### src/rtl/gf_pkg.sv
// GF(2^SYMB_WIDTH) helpers and RS(N_LEN, K_LEN) code constants shared by the
// encoder. The generator polynomial is evaluated at elaboration time.
package gf_pkg;

  localparam int SYMB_WIDTH = 8;
  localparam int POLY       = 285;
  localparam int N_LEN      = 255;
  localparam int K_LEN      = 239;
  localparam int ROOTS_NUM  = N_LEN - K_LEN;
  localparam int FIRST_ROOT = 1;
  localparam int CNT_WIDTH  = $clog2(N_LEN);

  typedef logic [SYMB_WIDTH-1:0] symb_t;
  typedef logic [ROOTS_NUM-1:0][SYMB_WIDTH-1:0] gen_poly_t;
  typedef enum logic {ST_DATA, ST_PARITY} enc_state_t;

  // Shift-and-add multiply, reducing by the primitive polynomial each step.
  function automatic symb_t gf_mult(input symb_t a, input symb_t b);
    symb_t p;
    symb_t x;
    p = '0;
    x = a;
    for (int i = 0; i < SYMB_WIDTH; i++) begin
      if (b[i]) p = p ^ x;
      x = x[SYMB_WIDTH-1] ? ((x << 1) ^ symb_t'(POLY)) : (x << 1);
    end
    return p;
  endfunction

  function automatic symb_t alpha_to_symb(input int e);
    symb_t s;
    s = symb_t'(1);
    for (int i = 0; i < (e % N_LEN); i++) s = gf_mult(s, symb_t'(2));
    return s;
  endfunction

  // g(x) = prod (x - alpha^(FIRST_ROOT+i)); the monic x^ROOTS_NUM term is dropped.
  function automatic gen_poly_t gen_gen_poly();
    logic [ROOTS_NUM:0][SYMB_WIDTH-1:0] g;
    symb_t root;
    gen_poly_t res;
    g    = '0;
    g[0] = symb_t'(1);
    for (int i = 0; i < ROOTS_NUM; i++) begin
      root = alpha_to_symb(FIRST_ROOT + i);
      for (int k = ROOTS_NUM; k > 0; k--) g[k] = g[k-1] ^ gf_mult(g[k], root);
      g[0] = gf_mult(g[0], root);
    end
    for (int k = 0; k < ROOTS_NUM; k++) res[k] = g[k];
    return res;
  endfunction

  localparam gen_poly_t GEN_POLY = gen_gen_poly();

endpackage

### src/rtl/gf_const_mult.sv
// Combinational multiply of a symbol by a fixed field constant.
module gf_const_mult
  import gf_pkg::*;
#(
  parameter logic [SYMB_WIDTH-1:0] COEF = '0
) (
  input  logic [SYMB_WIDTH-1:0] a,
  output logic [SYMB_WIDTH-1:0] y
);

  always_comb y = gf_mult(a, COEF);

endmodule

### src/rtl/rs_enc.sv
// Systematic RS encoder: message symbols pass straight through, then the
// LFSR remainder is shifted out, one symbol per clock with valid/ready on both sides.
module rs_enc
  import gf_pkg::*;
(
  input  logic                  clk,
  input  logic                  rst,
  input  logic                  in_valid,
  output logic                  in_ready,
  input  logic [SYMB_WIDTH-1:0] in_data,
  output logic                  out_valid,
  input  logic                  out_ready,
  output logic [SYMB_WIDTH-1:0] out_data,
  output logic                  out_last
);

  localparam logic [CNT_WIDTH-1:0] LAST_DATA = CNT_WIDTH'(K_LEN - 1);
  localparam logic [CNT_WIDTH-1:0] LAST_PAR  = CNT_WIDTH'(ROOTS_NUM - 1);

  enc_state_t           state_q, state_d;
  logic [CNT_WIDTH-1:0] data_cnt_q, data_cnt_d;
  logic [CNT_WIDTH-1:0] par_cnt_q, par_cnt_d;
  gen_poly_t            par_q, par_d;
  gen_poly_t            fb_prod;
  symb_t                fb;
  logic                 out_valid_q, out_valid_d;
  symb_t                out_data_q, out_data_d;
  logic                 out_last_q, out_last_d;
  logic                 adv;
  logic                 accept;

  assign adv      = !out_valid_q || out_ready;
  assign in_ready = (state_q == ST_DATA) && adv && !rst;
  assign accept   = in_valid && in_ready;

  // Feedback is forced to zero off-accept so idle/X input never reaches par.
  assign fb = accept ? (in_data ^ par_q[ROOTS_NUM-1]) : '0;

  for (genvar j = 0; j < ROOTS_NUM; j++) begin : g_mult
    gf_const_mult #(.COEF(GEN_POLY[j])) u_mult (
      .a (fb),
      .y (fb_prod[j])
    );
  end

  always_comb begin
    state_d     = state_q;
    data_cnt_d  = data_cnt_q;
    par_cnt_d   = par_cnt_q;
    par_d       = par_q;
    out_valid_d = out_valid_q;
    out_data_d  = out_data_q;
    out_last_d  = out_last_q;
    case (state_q)
      ST_DATA: begin
        if (accept) begin
          out_data_d  = in_data;
          out_valid_d = 1'b1;
          out_last_d  = 1'b0;
          par_d[0]    = fb_prod[0];
          for (int j = 1; j < ROOTS_NUM; j++) par_d[j] = par_q[j-1] ^ fb_prod[j];
          if (data_cnt_q == LAST_DATA) begin
            data_cnt_d = '0;
            state_d    = ST_PARITY;
          end else begin
            data_cnt_d = data_cnt_q + CNT_WIDTH'(1);
          end
        end else if (adv) begin
          out_valid_d = 1'b0;
          out_last_d  = 1'b0;
        end
      end
      ST_PARITY: begin
        if (adv) begin
          out_data_d  = par_q[ROOTS_NUM-1];
          out_valid_d = 1'b1;
          out_last_d  = (par_cnt_q == LAST_PAR);
          par_d       = {par_q[ROOTS_NUM-2:0], symb_t'(0)};
          if (par_cnt_q == LAST_PAR) begin
            par_cnt_d = '0;
            state_d   = ST_DATA;
          end else begin
            par_cnt_d = par_cnt_q + CNT_WIDTH'(1);
          end
        end
      end
      default: state_d = ST_DATA;
    endcase
  end

  always_ff @(posedge clk or posedge rst) begin
    if (rst) begin
      state_q     <= ST_DATA;
      data_cnt_q  <= '0;
      par_cnt_q   <= '0;
      par_q       <= '0;
      out_valid_q <= 1'b0;
      out_data_q  <= '0;
      out_last_q  <= 1'b0;
    end else begin
      state_q     <= state_d;
      data_cnt_q  <= data_cnt_d;
      par_cnt_q   <= par_cnt_d;
      par_q       <= par_d;
      out_valid_q <= out_valid_d;
      out_data_q  <= out_data_d;
      out_last_q  <= out_last_d;
    end
  end

  assign out_valid = out_valid_q;
  assign out_data  = out_data_q;
  assign out_last  = out_last_q;

endmodule
### config.mk
export PLATFORM = sky130hd
export DESIGN_NAME = rs_enc
export DESIGN_NICKNAME = d
export VERILOG_FILES = /design/src/rtl/gf_pkg.sv /design/src/rtl/gf_const_mult.sv /design/src/rtl/rs_enc.sv
export SDC_FILE = /design/constraint.sdc
export NUM_CORES = 1
export LEC_CHECK = 0
export ABC_AREA = 1
export BUFFER_PORTS_ARGS = -buffer_cell sky130_fd_sc_hd__buf_4
export CAP_MARGIN = 15
export CORE_UTILIZATION = 50
export DETAILED_ROUTE_END_ITERATION = 10
export GPL_TIMING_DRIVEN = 0
export HOLD_SLACK_MARGIN = 0.05
export PLACE_DENSITY = 0.66
export SLEW_MARGIN = 0
export SYNTH_ARGS = -nofsm -noshare
export SYNTH_HDL_FRONTEND = slang
export SYNTH_SLANG_ARGS = --single-unit
### constraint.sdc
create_clock -name clk -period 15.5 [get_ports clk]
set_clock_uncertainty 0.05 [all_clocks]
set_input_delay 3.1 -clock clk [delete_from_list [all_inputs] [get_ports clk]]
set_output_delay 3.1 -clock clk [all_outputs]
set_load 0.01 [all_outputs]
==> results of run 1 <==
kinds of logic after synthesis:
logic type,Yosys count,synth area share
compound gates,128,0.0739
xor+xnor,119,0.117
fa+ha+maj,3,0.00388
buf+inv,132,0.0591
flops,155,0.401
mux,1,0.00116
simple gates,763,0.344
registers in the layout (all words and copies together) (netlist names):
name	count
out_last	1
par_cnt_q	8
par_q	128
state_q	1
data_cnt_q	8
out_data	8
out_valid	1
power by group through the flow:
stage          clock, mW  sequential, mW  combinational, mW
3_3_place_gp           0           0.693              0.899
3_5_place_dp           0           0.697              0.918
2_1_floorplan          0           0.670              0.619
5_1_grt            0.441           0.709               1.03
4_1_cts            0.426           0.692              0.920
6_report           0.424           0.695              0.932
worst max-delay path, cell delays in order:
cell     delay, ps
buf_4          130
inv_8          360
nand3_1        190
inv_1          100
buf_4          120
path summary, 6_finish.rpt:
check | depth (start not counted) | from | endpoint
max | 5 | rst | in_ready
min | 1 | par_cnt_q[7] | par_cnt_q[7]
max reg2reg | 10 | state_q | par_q[108]
min reg2reg | 1 | par_cnt_q[7] | par_cnt_q[7]
max in group asynchronous | 3 | rst | par_q[20]
min in group asynchronous | 2 | rst | par_q[104]
area by class of cell:
cell class / instances / area, um2 / area share
plain buffers: 45 / 244 / 0.0226
clock buffers: 19 / 453 / 0.0420
clock inverters: 13 / 128 / 0.0118
inverters: 87 / 335 / 0.0311
multi-input cells: 1014 / 5220 / 0.485
flip-flops and latches: 155 / 3880 / 0.360
well taps: 260 / 325 / 0.0302
repair buffers: 23 / 193 / 0.0179
routing by layer:
| layer | vias to the layer above | routed length, um | GRT usage |
|---|---|---|---|
| met5 | - | 0 | 0 |
| met4 | 0 | 1640 | 0.182 |
| met3 | 90 | 2800 | 0.0795 |
| met2 | 415 | 14600 | 0.534 |
| met1 | 4306 | 14400 | 0.464 |
| li1 | 4245 | - | - |
cells in the final DEF (no fill, tap or decap), types with 22 or more instances in the layout:
cell type / Yosys / final
nor2_1: 40 / 40
nand2_2: 27 / 27
xnor2_1: 35 / 35
buf_4: 7 / 29
inv_1: 83 / 82
dfrtp_1: 155 / 155
clkbuf_1: 24 / 24
nand3_1: 151 / 151
a31oi_1: 22 / 22
nand2_1: 495 / 495
xor2_1: 73 / 73
o21ai_0: 63 / 63
through the flow:
stage / hold WS, ps / cell area, um2 / worst slack [ps]
finish: 427 / 10800 / 8310
global route: 444 / 10800 / 8160
floorplan: 395 / 9670 / 5340
global placement: 413 / 10200 / 3630
CTS: 430 / 10800 / 8260
detailed placement: 412 / 10200 / 8260
==> impl_metrics.py, run 1 <==
metrics = {
    "synth": {
        "synth_commonest_cells": "495 x nand2_1, 155 x dfrtp_1, 151 x nand3_1",
        "synth_area_um2": 9670,
        "async_reset_ff_frac": 1.00,
        "synth_cell_types": 45,
        "synth_edf_count": 0,
        "yosysTopAreaCell": "dfrtp_1",
        "ys_seq_area_frac": 0.401,
        "synthCells": 1301,
        "syn_area_per_cell_um2": 7.44,
        "synth_top_area_share": 0.401,
        "synth_most_common_cell": "nand2_1",
        "ys_top_cells_by_area": "dfrtp_1 40%, nand2_1 19%, nand3_1 7.8%",
        "ys_ff_latch": 155,
        "synth_fp_nets": 1316,
        "yosysWarningCount": 0,
        "synth-main-ff-cell": "dfrtp_1",
    },
    "clock_network": {
        "cts_setup_buffers": 0,
        "ctsHoldBuffers": 0,
        "cts_made_buffers": 17,
        "cts_tree": "built",
        "cts.reportedPaths.clkPinSlew_ps": 70,
        "clk_latency_ps": 440,
        "cts.htree.levels": 4,
        "post_cts_resize_count": 0,
        "clock_path_buffers": 2,
        "cts-root-buf": "clkbuf_16",
        "clock-sinks": 155,
    },
    "global_route": {
        "grt_max_degree": 86,
        "overflow": 0,
        "antenna_found_initial": 0,
        "grt_pass1_wl_um": 50200,
        "grt_usage": 0.350,
        "grt_pass1_vias": 8414,
    },
    "timing": {
        "hold_viol": 0,
        "worst_pin_slew_ps": 1070,
        "fin_setup_tns_ps": 0,
        "setup_viol": 0,
        "relSlewSlack": 0.288,
        "post-route-min-period_ps": 7190,
        "layout_worst_path_cycle_share": 0.464,
        "finalMaxSlewViolations": 0,
        "rsz0062_at_grt": "false",
        "max_freq_ghz": 0.139,
    },
    "worst_setup_path": {
        "required_ps": 12350,
        "criticalPathCategory": "in -> out",
        "worstPathArrival_ps": 4040,
        "worstPathMaxFanout": 73,
        "ff2ff_setup_slack_ps": 12340,
        "critical_path.startpoint_type": "primary input",
        "endpoint_kind": "primary output",
    },
    "power": {
        "p_sw_frac": 0.462,
        "p_sw_mw": 0.946,
        "p_clk_frac": 0.207,
        "irDropWorstVdd_uv": 104,
        "power.total_mw": 2.05,
        "sequentialPowerShare": 0.339,
        "comb_power_share": 0.454,
        "p_per_area_nw_per_um2": 190,
        "internal_power_mw": 1.10,
        "p_leak_nw": 5.32,
    },
    "layout": {
        "drive_above_1_share": 0.103,
        "fillers": 1826,
        "utilization": 0.572,
        "stdcell_count": 1616,
        "insertedDiodeCount": 0,
        "area_growth_pct": 11.4,
        "final_nets": 1358,
    },
    "drt": {
        "drc_errors": 0,
        "vias": 9056,
        "vias_per_cell": 5.60,
        "drt_first_iter_violations": 717,
        "routed_wirelength_um": 33400,
        "dr.pass1.iters": 7,
        "wire_per_inst_um": 20.7,
        "detail-route-antenna-nets": 0,
    },
    "die": {
        "die_w_um": 141,
        "pin_count": 23,
        "dieArea_um2": 19900,
        "die_h_um": 141,
        "num_rows": 50,
        "start_util": 0.514,
        "core-area_um2": 18800,
    },
    "status": {
        "status": "complete, no violations",
    },
    "hold_path": {
        "hp-class": "reg -> reg",
    },
    "placed_design": {
        "io_buffers": 22,
        "gp_congestion": 0.996,
        "hpwl_um": 24600,
        "place_inst": 1584,
    },
    "job": {
        "cap_viol_max_count": 0,
    },
}
Power figures use the tool's default switching activity.
==> inputs of run 2 (changes only) <==
--- a/config.mk
+++ b/config.mk
@@ -5,14 +5,14 @@
 export SDC_FILE = /design/constraint.sdc
 export NUM_CORES = 1
 export LEC_CHECK = 0
-export ABC_AREA = 1
+export ABC_AREA = 0
 export BUFFER_PORTS_ARGS = -buffer_cell sky130_fd_sc_hd__buf_4
 export CAP_MARGIN = 15
 export CORE_UTILIZATION = 50
 export DETAILED_ROUTE_END_ITERATION = 10
 export GPL_TIMING_DRIVEN = 0
 export HOLD_SLACK_MARGIN = 0.05
-export PLACE_DENSITY = 0.66
+export PLACE_DENSITY = 0.69
 export SLEW_MARGIN = 0
 export SYNTH_ARGS = -nofsm -noshare
 export SYNTH_HDL_FRONTEND = slang
==> constraint.sdc (replaced) <==
create_clock -name clk -period 6.45 [get_ports clk]
set_clock_uncertainty 0.05 [all_clocks]
set_input_delay 1.29 -clock clk [delete_from_list [all_inputs] [get_ports clk]]
set_output_delay 1.29 -clock clk [all_outputs]
set_load 0.01 [all_outputs]
==> run 2 against run 1 <==
Compared with the run above: global-route usage fell by 2.2 points; first-iteration DRC count rose by 29%; synthesized area fell by 4.9%; die area fell by 4.8%; hold slack got worse by 1.0 ps; non-clock buffer count rose by 16; critical path type is now in -> reg; critical path depth rose by 4; final area fell by 4.3%.
==> impl_metrics.py, run 2 <==
metrics = {
    "timing": {
        "max_freq_ghz": 0.243,
        "finalMaxSlewViolations": 0,
        "rsz0062_at_grt": "false",
        "relSlewSlack": 0.177,
        "setup_viol": 0,
        "hold_viol": 0,
        "layout_worst_path_cycle_share": 0.637,
        "worst_pin_slew_ps": 1230,
        "post-route-min-period_ps": 4110,
    },
    "synth": {
        "synth_cell_types": 56,
        "ys_seq_area_frac": 0.422,
        "syn_area_per_cell_um2": 9.67,
        "synthCells": 951,
        "synth_edf_count": 0,
        "synth-main-ff-cell": "dfrtp_1",
        "synth_area_um2": 9200,
        "ys_top_cells_by_area": "dfrtp_1 42%, xnor2_1 7.0%, xor2_1 5.2%",
        "synth_most_common_cell": "dfrtp_1",
        "synth_top_area_share": 0.422,
        "ys_ff_latch": 155,
        "yosysWarningCount": 0,
        "synth_commonest_cells": "155 x dfrtp_1, 106 x nand2_1, 106 x nor2_1",
        "async_reset_ff_frac": 1.00,
        "synth_fp_nets": 966,
        "yosysTopAreaCell": "dfrtp_1",
    },
    "die": {
        "pin_count": 23,
        "core-area_um2": 18000,
        "num_rows": 49,
        "dieArea_um2": 18900,
        "die_w_um": 138,
        "start_util": 0.510,
        "die_h_um": 138,
    },
    "clock_network": {
        "post_cts_resize_count": 0,
        "clock_path_buffers": 2,
        "ctsHoldBuffers": 0,
        "clk_latency_ps": 440,
        "cts-root-buf": "clkbuf_16",
        "cts_setup_buffers": 0,
        "cts_tree": "built",
        "cts.reportedPaths.clkPinSlew_ps": 60,
        "clock-sinks": 155,
        "cts_made_buffers": 17,
        "cts.htree.levels": 4,
    },
    "layout": {
        "stdcell_count": 1235,
        "final_cell_mix": "155 x dfrtp_1, 106 x nand2_1, 106 x nor2_1",
        "max_flop_register": "par_q",
        "drive_above_1_share": 0.0994,
        "layout_commonest_cell": "dfrtp_1",
        "area_growth_pct": 12.2,
        "fillers": 1574,
        "insertedDiodeCount": 0,
        "largest_reg_flops": 128,
        "final_nets": 1008,
    },
    "drt": {
        "vias": 7635,
        "routed_wirelength_um": 29600,
        "detail-route-antenna-nets": 0,
        "drc_errors": 0,
        "drt_first_iter_violations": 928,
        "dr.pass1.iters": 8,
        "vias_per_cell": 6.18,
        "wire_per_inst_um": 24.0,
    },
    "worst_setup_path": {
        "required_ps": 6740,
        "ff2ff_setup_slack_ps": 2820,
        "critical_path.startpoint_type": "primary input",
        "worstPathArrival_ps": 4390,
        "criticalPathCategory": "in -> reg",
        "worstPathMaxFanout": 10,
        "endpoint_kind": "register",
    },
    "status": {
        "status": "complete, no violations",
    },
    "job": {
        "cap_viol_max_count": 0,
    },
    "global_route": {
        "overflow": 0,
        "antenna_found_initial": 0,
        "grt_pass1_wl_um": 43900,
        "grt_pass1_vias": 7227,
        "grt_usage": 0.328,
        "grt_max_degree": 94,
    },
    "placed_design": {
        "place_inst": 1203,
        "gp_congestion": 1.01,
        "hpwl_um": 20100,
        "io_buffers": 22,
    },
    "hold_path": {
        "hp-class": "reg -> reg",
    },
}
run 2: cell types whose count changed in the layout (fill, tap and decap cells not counted), moves of 18 or more:
cell	change
a21oi_1	+48
clkbuf_1	+21
inv_1	-69
nand2_1	-389
nand2_2	-27
nand3_1	-129
nor2_1	+66
o21ai_0	+32
o21ai_1	-18
xnor2_1	+38
xnor3_1	+21
xor2_1	-18
run 2: through the flow:
| stage | area [um2] | setup slack, ps | utilization | hold slack (ps) | setup TNS (ps) |
|---|---|---|---|---|---|
| finish | 10300 | 2340 | 0.572 | 426 | 0 |
| global route | 10300 | 2210 | 0.572 | 451 | 0 |
| CTS | 10300 | 2400 | 0.572 | 423 | 0 |
| detailed placement | 9680 | 2000 | 0.537 | 413 | 0 |
| global placement | 9650 | -1090 | 0.535 | 411 | -168660 |
| floorplan | 9200 | 913 | - | 390 | 0 |
run 2: worst paths after layout:
kind                                 from        end  cells after the start
worst max-delay path            out_ready  par_q[30]                      9
worst min-delay path            par_q[86]  par_q[94]                      1
worst max register to register  out_valid  par_q[35]                      9
worst min register to register  par_q[86]  par_q[94]                      1
max in group asynchronous             rst  par_q[24]                      3
min in group asynchronous             rst   par_q[5]                      2
run 2: cell type report:
class | count | area (um2) | area share
Buffer | 61 | 255 | 0.0247
Sequential cell | 155 | 3880 | 0.376
Tap cell | 229 | 287 | 0.0278
Clock buffer | 20 | 447 | 0.0433
Clock inverter | 12 | 188 | 0.0182
Multi-Input combinational cell | 721 | 5010 | 0.486
Inverter | 14 | 60.1 | 0.00582
Timing Repair Buffer | 23 | 193 | 0.0187
run 2: cell families (layout without fill, tap and decap cells):
group	count (synthesis)	count (layout)	synth area share
muxes	14	14	0.0154
DFF	155	155	0.422
and+or+nand+nor	290	290	0.136
buffers and inverters	75	130	0.0335
adders and majority gates	3	3	0.00408
xor gates and xnor gates	176	176	0.233
AOI/OAI and AO/OA	238	238	0.157
run 2: routing by layer:
metal  track usage  routed length (um)  vias up
met5             0                   0        -
met4         0.198                1690        0
met3        0.0935                3300      122
met2         0.484               12800      465
met1         0.426               11800     3696
li1              -                   -     3352
run 2: critical path, stage by stage:
cell and delay (ps):
buf_4 110, nor2b_1 90, clkbuf_1 350, nor3_1 290, nor2_1 720, clkbuf_1 580, clkbuf_1 700, nand2_1 130
o21ai_0 120
Power of run 2 is left out: the tool's default activity adds up to more than one toggle a clock period on the data nets, which glitch-free logic cannot reach.
==> inputs of run 3 (changes only) <==
--- a/config.mk
+++ b/config.mk
@@ -12,7 +12,7 @@
 export DETAILED_ROUTE_END_ITERATION = 10
 export GPL_TIMING_DRIVEN = 0
 export HOLD_SLACK_MARGIN = 0.05
-export PLACE_DENSITY = 0.69
+export PLACE_DENSITY = 0.66
 export SLEW_MARGIN = 0
 export SYNTH_ARGS = -nofsm -noshare
 export SYNTH_HDL_FRONTEND = slang
==> constraint.sdc (replaced) <==
create_clock -name clk -period 4 [get_ports clk]
set_clock_uncertainty 0.05 [all_clocks]
set_input_delay 0.8 -clock clk [delete_from_list [all_inputs] [get_ports clk]]
set_output_delay 0.8 -clock clk [all_outputs]
set_load 0.01 [all_outputs]
==> run 3 against run 2 <==
Compared with the run above: sequential share of layout area hardly changed; die area did not move; via count down 0.43%; hold slack got worse by 86 ps; critical endpoint is now par_q[27]; highest routed layer unchanged.
==> impl_metrics.py, run 3 (synthesized netlist as in run 2, its figures left out) <==
metrics = {
    "global_route": {
        "overflow": 0,
        "grt_pass1_vias": 7200,
        "grt_usage": 0.336,
        "antenna_found_initial": 0,
        "grt_max_degree": 41,
        "grt_pass1_wl_um": 44500,
    },
    "layout": {
        "fin_area_um2": 10300,
        "largest_reg_flops": 128,
        "drive_above_1_share": 0.102,
        "area_growth_pct": 12.1,
        "max_flop_register": "par_q",
        "layout_commonest_cell": "dfrtp_1",
        "final_nets": 1011,
        "final_cell_mix": "155 x dfrtp_1, 106 x nand2_1, 106 x nor2_1",
        "insertedDiodeCount": 0,
        "multi_input_area_um2": 5010,
        "seqCellArea_um2": 3880,
        "fillers": 1575,
    },
    "placed_design": {
        "io_buffers": 22,
        "hpwl_um": 20700,
        "gp_congestion": 0.958,
        "place_area_um2": 9730,
        "place_ws_ps": 4.67,
    },
    "worst_setup_path": {
        "slowest_stage": "clkbuf_1",
        "endpoint_kind": "register",
        "worstPathMaxFanout": 10,
        "required_ps": 4310,
        "critPathMostFrequentCell": "clkbuf_1",
        "criticalPathCategory": "in -> reg",
        "crit_path_max_incr_delay_ps": 720,
        "critical_path.startpoint_type": "primary input",
        "worstPathArrival_ps": 4010,
        "cp_cell_sequence": "buf_4 > nor2b_1 > clkbuf_1 > or3_1 > clkbuf_1 > clkbuf_1 > clkbuf_1 > clkbuf_1 > o22ai_1 > mux2i_1",
    },
    "die": {
        "die_w_um": 138,
        "dieArea_um2": 18900,
        "die_h_um": 138,
        "core-area_um2": 18000,
        "num_rows": 49,
        "pin_count": 23,
        "start_util": 0.510,
    },
    "clock_network": {
        "clock-sinks": 155,
        "clock_path_buffers": 2,
        "cts_made_buffers": 17,
        "cts_setup_buffers": 0,
        "clk_latency_ps": 450,
        "ctsHoldBuffers": 0,
        "post_cts_resize_count": 0,
        "cts_tree": "built",
        "cts-root-buf": "clkbuf_16",
        "cts.reportedPaths.clkPinSlew_ps": 70,
        "cts.htree.levels": 4,
    },
    "timing": {
        "hold_viol": 0,
        "setup_viol": 0,
        "worst_pin_slew_ps": 1320,
        "relSlewSlack": 0.111,
        "finalMaxSlewViolations": 0,
        "max_freq_ghz": 0.270,
        "layout_worst_path_cycle_share": 0.924,
        "hold_slack_ps": 340,
        "rsz0062_at_grt": "false",
        "setup_slack_ps": 302,
        "post-route-min-period_ps": 3700,
    },
    "drt": {
        "dr.pass1.iters": 6,
        "vias": 7602,
        "drc_errors": 0,
        "routed_wirelength_um": 29700,
        "wire_per_inst_um": 24.0,
        "vias_per_cell": 6.15,
        "drt_first_iter_violations": 1026,
        "detail-route-antenna-nets": 0,
    },
    "job": {
        "cap_viol_max_count": 0,
    },
    "hold_path": {
        "hp-class": "in -> async",
    },
    "status": {
        "status": "complete, no violations",
    },
}
-- run 3: changes by cell type in the layout (fill, tap and decap cells not counted) --
cell        before  now
buf_12           0    4
clkinvlp_4       2    5
bufinv_16        4    2
clkinv_2         0    2
clkinv_4         4    2
buf_16           1    0
clkbuf_1        45   44
clkbuf_8         1    0
inv_6            2    3
inv_8            1    0
-- run 3: path summary, 6_finish.rpt --
path,cells after the start,start,slack [ps],to
max,10,out_ready,300,par_q[27]
min in group clk,1,par_cnt_q[7],420,par_cnt_q[7]
min reg2reg,1,par_cnt_q[7],420,par_cnt_q[7]
min,2,rst,340,par_q[1]
max reg2reg,9,out_valid,400,par_q[27]
max in group asynchronous,4,rst,2710,par_q[84]
-- run 3: metal layers --
layer | part of all wire | global-route usage | vias up
met5 | 0 | 0 | -
met4 | 0.060 | 0.201 | 0
met3 | 0.10 | 0.0787 | 122
met2 | 0.43 | 0.494 | 459
met1 | 0.41 | 0.448 | 3663
li1 | - | - | 3358
-- run 3: area by class of cell --
type                            instances  area share
Buffer                                 61      0.0248
Inverter                               14     0.00546
Timing Repair Buffer                   26      0.0238
Multi-Input combinational cell        721       0.486
Tap cell                              229      0.0278
Clock inverter                         13      0.0140
Clock buffer                           18      0.0416
Sequential cell                       155       0.376
-- run 3: through the flow --
step | TNS [ps] | utilization | std cells
2_1_floorplan | 0 | - | 951
3_3_place_gp | -2520 | 0.536 | 1202
3_5_place_dp | 0 | 0.540 | 1206
4_1_cts | 0 | 0.572 | 1237
6_report | 0 | 0.572 | 1237
5_1_grt | 0 | 0.572 | 1237
-- run 3: critical path: cells and delay by family --
kind / cells / cell delay (ps)
simple gates: 2 / 260
buf+inv: 6 / 2630
compound gates: 1 / 140
mux: 1 / 160
Power of run 3 is left out for the same reason.
